==> config.mk <==
export PLATFORM = sky130hd
export DESIGN_NAME = cmd_length_counter
export DESIGN_NICKNAME = d
export VERILOG_FILES = /design/src/rtl/cmd_length_counter.sv
export SDC_FILE = /design/constraint.sdc
export NUM_CORES = 1
export LEC_CHECK = 0
export ABC_CLOCK_PERIOD_IN_PS = 1850
export CORE_MARGIN = 2
export CORE_UTILIZATION = 30
export CTS_BUF_LIST = sky130_fd_sc_hd__clkbuf_8
export DETAILED_ROUTE_END_ITERATION = 8
export PLACE_DENSITY_LB_ADDON = 0.08
export SYNTH_ARGS = -nofsm -noshare
export SYNTH_HDL_FRONTEND = slang
export SYNTH_SLANG_ARGS = --single-unit
==> constraint.sdc <==
create_clock -name i_clk -period 1.85 [get_ports i_clk]
set_input_delay 0.4625 -clock i_clk [delete_from_list [all_inputs] [get_ports i_clk]]
set_output_delay 0.4625 -clock i_clk [all_outputs]
set_load 0.1 [all_outputs]
==> src/rtl/cmd_length_counter.sv <==
// Command-length beat counter with start/busy/done handshake, auto-reload, up/down indexing and abort.
// Outputs are registered except last_beat (comb); one beat consumed per enabled cycle while busy, no backpressure.
module cmd_length_counter #(
    parameter int WORD_LENGTH = 8,
    parameter int COUNT_DOWN  = 0
) (
    input  logic                   i_clk,
    input  logic                   i_reset,
    input  logic                   i_start,
    input  logic [WORD_LENGTH-1:0] i_command_length,
    input  logic                   i_auto_reload,
    input  logic                   i_enable,
    input  logic                   i_sync_clear,
    output logic [WORD_LENGTH-1:0] o_count_out,
    output logic [WORD_LENGTH-1:0] o_remaining,
    output logic                   o_busy,
    output logic                   o_last_beat,
    output logic                   o_finish_command,
    output logic                   o_done,
    output logic                   o_len_error
);

    localparam logic [1:0] S_IDLE  = 2'd0;
    localparam logic [1:0] S_COUNT = 2'd1;
    localparam logic [1:0] S_DONE  = 2'd2;

    localparam logic [WORD_LENGTH-1:0] ONE  = {{(WORD_LENGTH-1){1'b0}}, 1'b1};
    localparam logic [WORD_LENGTH-1:0] ZERO = '0;

    logic [1:0]             r_state;
    logic [WORD_LENGTH-1:0] r_len;
    logic [WORD_LENGTH-1:0] r_count;
    logic [WORD_LENGTH-1:0] r_remaining;
    logic                   r_finish;
    logic                   r_done;
    logic                   r_len_error;

    logic                   w_busy;
    logic                   w_rem_is_one;
    logic                   w_len_is_zero;
    logic [WORD_LENGTH-1:0] w_start_index;
    logic [WORD_LENGTH-1:0] w_reload_index;
    logic [WORD_LENGTH-1:0] w_next_index;

    assign w_busy        = (r_state == S_COUNT);
    assign w_rem_is_one  = (r_remaining == ONE);
    assign w_len_is_zero = (i_command_length == ZERO);

    // Down-counting starts at len-1; only evaluated when len is known non-zero, so no underflow is observed.
    assign w_start_index  = (COUNT_DOWN != 0) ? (i_command_length - ONE) : ZERO;
    assign w_reload_index = (COUNT_DOWN != 0) ? (r_len - ONE) : ZERO;
    assign w_next_index   = (COUNT_DOWN != 0) ? (r_count - ONE) : (r_count + ONE);

    always_ff @(posedge i_clk) begin
        if (i_reset) begin
            r_state     <= S_IDLE;
            r_len       <= ZERO;
            r_count     <= ZERO;
            r_remaining <= ZERO;
            r_finish    <= 1'b0;
            r_done      <= 1'b0;
            r_len_error <= 1'b0;
        end else begin
            r_finish    <= 1'b0;
            r_len_error <= 1'b0;
            if (i_sync_clear) begin
                r_state     <= S_IDLE;
                r_count     <= ZERO;
                r_remaining <= ZERO;
                r_done      <= 1'b0;
            end else begin
                case (r_state)
                    S_IDLE, S_DONE: begin
                        if (i_start) begin
                            if (w_len_is_zero) begin
                                r_len_error <= 1'b1;
                            end else begin
                                r_len       <= i_command_length;
                                r_remaining <= i_command_length;
                                r_count     <= w_start_index;
                                r_done      <= 1'b0;
                                r_state     <= S_COUNT;
                            end
                        end
                    end
                    S_COUNT: begin
                        if (i_enable) begin
                            if (w_rem_is_one) begin
                                r_finish <= 1'b1;
                                if (i_auto_reload) begin
                                    r_remaining <= r_len;
                                    r_count     <= w_reload_index;
                                end else begin
                                    r_state     <= S_DONE;
                                    r_done      <= 1'b1;
                                    r_remaining <= ZERO;
                                    r_count     <= ZERO;
                                end
                            end else begin
                                r_remaining <= r_remaining - ONE;
                                r_count     <= w_next_index;
                            end
                        end
                    end
                    default: begin
                        r_state <= S_IDLE;
                    end
                endcase
            end
        end
    end

    assign o_count_out      = r_count;
    assign o_remaining      = r_remaining;
    assign o_busy           = w_busy;
    assign o_last_beat      = w_busy & w_rem_is_one;
    assign o_finish_command = r_finish;
    assign o_done           = r_done;
    assign o_len_error      = r_len_error;

endmodule

==> impl_metrics.env <==
export IMPL_outcome="finished, violations left"
export IMPL_failed_checks="negative setup slack"
export IMPL_critPathRequiredTime_ns=1.39
export IMPL_maxCapViolations=0
export IMPL_worst_setup_path_type="flip-flop to output port"
export IMPL_critical_path_peak_fanout=2
export IMPL_dp_hpwl_um=4090
export IMPL_total_leakage_power_nw=1.11
export IMPL_detail_route_antenna_nets=0
export IMPL_overflow=0
export IMPL_syn_avg_cell_area_um2=8.11
export IMPL_grt_usage_pct=20.1
export IMPL_pwr_share_comb_pct=28.6
export IMPL_rsz0062_at_grt="true"
export IMPL_hold_class="flip-flop to flip-flop"
export IMPL_cts_num_sinks=29
export IMPL_grt_start_max_net_pins=14
export IMPL_die_height_um=76.2
export IMPL_netlist_area_mm2=0.00157
export IMPL_route_detailed_wl_per_inst_um=16.4
export IMPL_layout_cells_most_common_list="buf_4 (47), buf_12 (22), a21oi_1 (20)"
export IMPL_crit_slowest_cell="dfxtp_4"
export IMPL_rows=26
export IMPL_yosys_most_used_dff="dfxtp_1"
export IMPL_placed_cell_area_mm2=0.00256
export IMPL_initial_utilization_pct=30.8
export IMPL_cts_buffers_inserted=5
export IMPL_tritoncts="done"
export IMPL_clk_root_buffer_cell="clkbuf_8"
export IMPL_x_dimension_of_the_die_um=76.2
export IMPL_power_sequential_fraction_pct=39.3
export IMPL_final_weighted_congestion_of_routability_driven_global_placement=0.827
export IMPL_buffer_ports_inserted=34
export IMPL_ys_warn_count=0
export IMPL_period_minus_slack_ns=1.91
export IMPL_critPathArrivalTime_ns=1.45
export IMPL_yosys_reg_bits=29
export IMPL_critical_path_endpoint_type="output port"
export IMPL_fmax_ghz=0.524
export IMPL_timing_max_transition_violations_final=0
export IMPL_power_internal_mw=1.14
export IMPL_cts_max_path_buffers=2
export IMPL_drt_total_wl_um=5710
export IMPL_cp_slowest_stage_delay_ns=0.35
export IMPL_clock_insertion_delay_worst_skew_ns=0.28
export IMPL_switchingPower_mw=0.536
export IMPL_worst_slew_pin_slew_ns=0.516
export IMPL_share_clk_of_total_power_pct=32.1
export IMPL_vias=1908
export IMPL_pwr_density_cell_mw_per_mm2=582
export IMPL_first_global_vias=1841
export IMPL_drt_vias_per_instance=5.48
export IMPL_detailedRoute_firstIterationViolations=217
export IMPL_setup_viol_count_final=1
export IMPL_finalHoldViolCount=0
export IMPL_io_pins=35
export IMPL_synthToLayoutAreaGrowth_pct=84.4
export IMPL_grt_antenna_before_repair=0
export IMPL_fp_dieArea_mm2=0.00581
export IMPL_postLayoutSetupSlackWorst_ns=-0.0589
export IMPL_fin_skew_ns=0.00664
export IMPL_global_route_wire_length_before_repair_um=9370
export IMPL_core_area_mm2=0.00507
export IMPL_num_nets_final=295
export IMPL_gate_count_after_technology_mapping=193
export IMPL_power_switching_fraction_pct=31.9
export IMPL_synth_edff_count=0
export IMPL_h_tree_depth=2
export IMPL_ir_drop_mv=0.372
export IMPL_synth_cell_type_count=44
export IMPL_drc=0
export IMPL_yosysSeqAreaShare_pct=37.1
export IMPL_clock_pin_slew_on_the_worst_setup_and_hold_paths_ns=0.07
export IMPL_post_layout_inst_area_mm2=0.00289
export IMPL_antenna_cells_inserted=0
export IMPL_timing_critical_path_from_type="flip-flop"
export IMPL_fin_tns_setup_ns=-0.0589
export IMPL_drive_gt1_share_pct=43.2
export IMPL_crit_path_cell_trace="buf_6 -> nor4_4 -> nand2_2 -> nor2_4 -> buf_12"
export IMPL_most_common_library_cell_in_the_layout_ignoring_fill_and_taps="buf_4"
export IMPL_proportion_of_register_bits_with_asynchronous_set_or_reset_after_synthesis_pct=0
export IMPL_first_pass_iters=4
export IMPL_synthesis_nets=210
export IMPL_maxSlewHeadroom_pct=65.3
export IMPL_period_utilization_post_route_pct=103
state kept, by name, indices dropped and copies added, names as in the netlist:
signal,count
o_count_out,8
o_remaining,8
r_len,8
r_state,2
o_done,1
o_finish_command,1
o_len_error,1
per-stage QoR:
| step | power (mW) | setup slack (ns) | cells | hold slack [ns] | utilization [%] |
|---|---|---|---|---|---|
| floorplan | 0.893 | -0.258 | 193 | 0.434 | - |
| global placement | 1.09 | -0.405 | 329 | 0.445 | 50.5 |
| detailed placement | 1.09 | -0.468 | 329 | 0.456 | 50.5 |
| CTS | 1.66 | -0.0565 | 346 | 0.465 | 55.2 |
| global route | 1.76 | -0.125 | 348 | 0.494 | 56.9 |
| finish | 1.68 | -0.0589 | 348 | 0.471 | 56.9 |
layer usage:
layer / global-route usage (%) / vias to the layer above / share of wire, %
met5: 0 / - / 0
met4: 8.55 / 0 / 1.7
met3: 4.15 / 12 / 6.0
met2: 30.3 / 86 / 46
met1: 27.8 / 897 / 46
li1: - / 913 / -
cells in the mapped netlist (all sizes together), types with 3 or more instances:
cell / n / area share (%)
a21oi: 22 / 7.0
a22oi: 5 / 2.4
a311oi: 4 / 2.2
a31oi: 3 / 1.2
buf: 4 / 1.4
clkbuf: 5 / 1.2
dfxtp: 29 / 37
ha: 3 / 2.4
inv: 5 / 1.2
nand2: 20 / 4.8
nand2b: 6 / 2.4
nand3: 7 / 2.2
nand4: 3 / 1.2
nor2: 8 / 1.9
nor4: 7 / 3.6
o21ai: 17 / 5.4
o31ai: 6 / 2.9
or3: 3 / 1.2
or4: 5 / 2.4
path summary, 6_finish.rpt:
kind / from / end / slack (ns) / cells past startpoint
worst min register to register: r_len[4] / o_remaining[4] / 0.47 / 2
worst max-delay path: o_remaining[5] / o_last_beat / -0.06 / 5
worst min-delay path: r_len[4] / o_remaining[4] / 0.47 / 2
worst max register to register: o_remaining[3] / o_remaining[7] / 0.01 / 4
cell type report:
type                       count  area (um2)
timing repair buffer          88         992
sequential                    29         608
fill                         464        2190
tap                           70        87.6
multi-input combinational    149        1090
inverter                       5        25.0
clock inverter                 1        3.75
clock buffer                   6        82.6
cells by family after synthesis:
family / Yosys count / synth area share, %
and+or+nand+nor: 72 / 25.5
AOI/OAI and AO/OA: 71 / 28.7
DFF: 29 / 37.1
buffers and inverters: 15 / 4.40
adders and majority gates: 3 / 2.40
muxes: 2 / 1.36
xor gates and xnor gates: 1 / 0.560
critical path: cells and delay by family, from the launching register on:
kind	cells	cell delay (ns)
DFF	1	0.35
buffers and inverters	2	0.29
and+or+nand+nor	3	0.52
power groups by stage:
stage	combinational, mW	clock [mW]	sequential (mW)
floorplan	0.158	0	0.734
global placement	0.413	0	0.672
detailed placement	0.416	0	0.673
CTS	0.453	0.548	0.659
global route	0.510	0.584	0.662
finish	0.481	0.539	0.660
repair_timing:
action,4_1_cts,5_1_grt
resized for setup,27,13
hold endpoints to repair,0,0
hold buffers,0,0
pin swaps,4,5
endpoints found under the setup margin,26,26
buffers inserted,8,2
cloned,2,0
(Power assumes the default switching activity.)
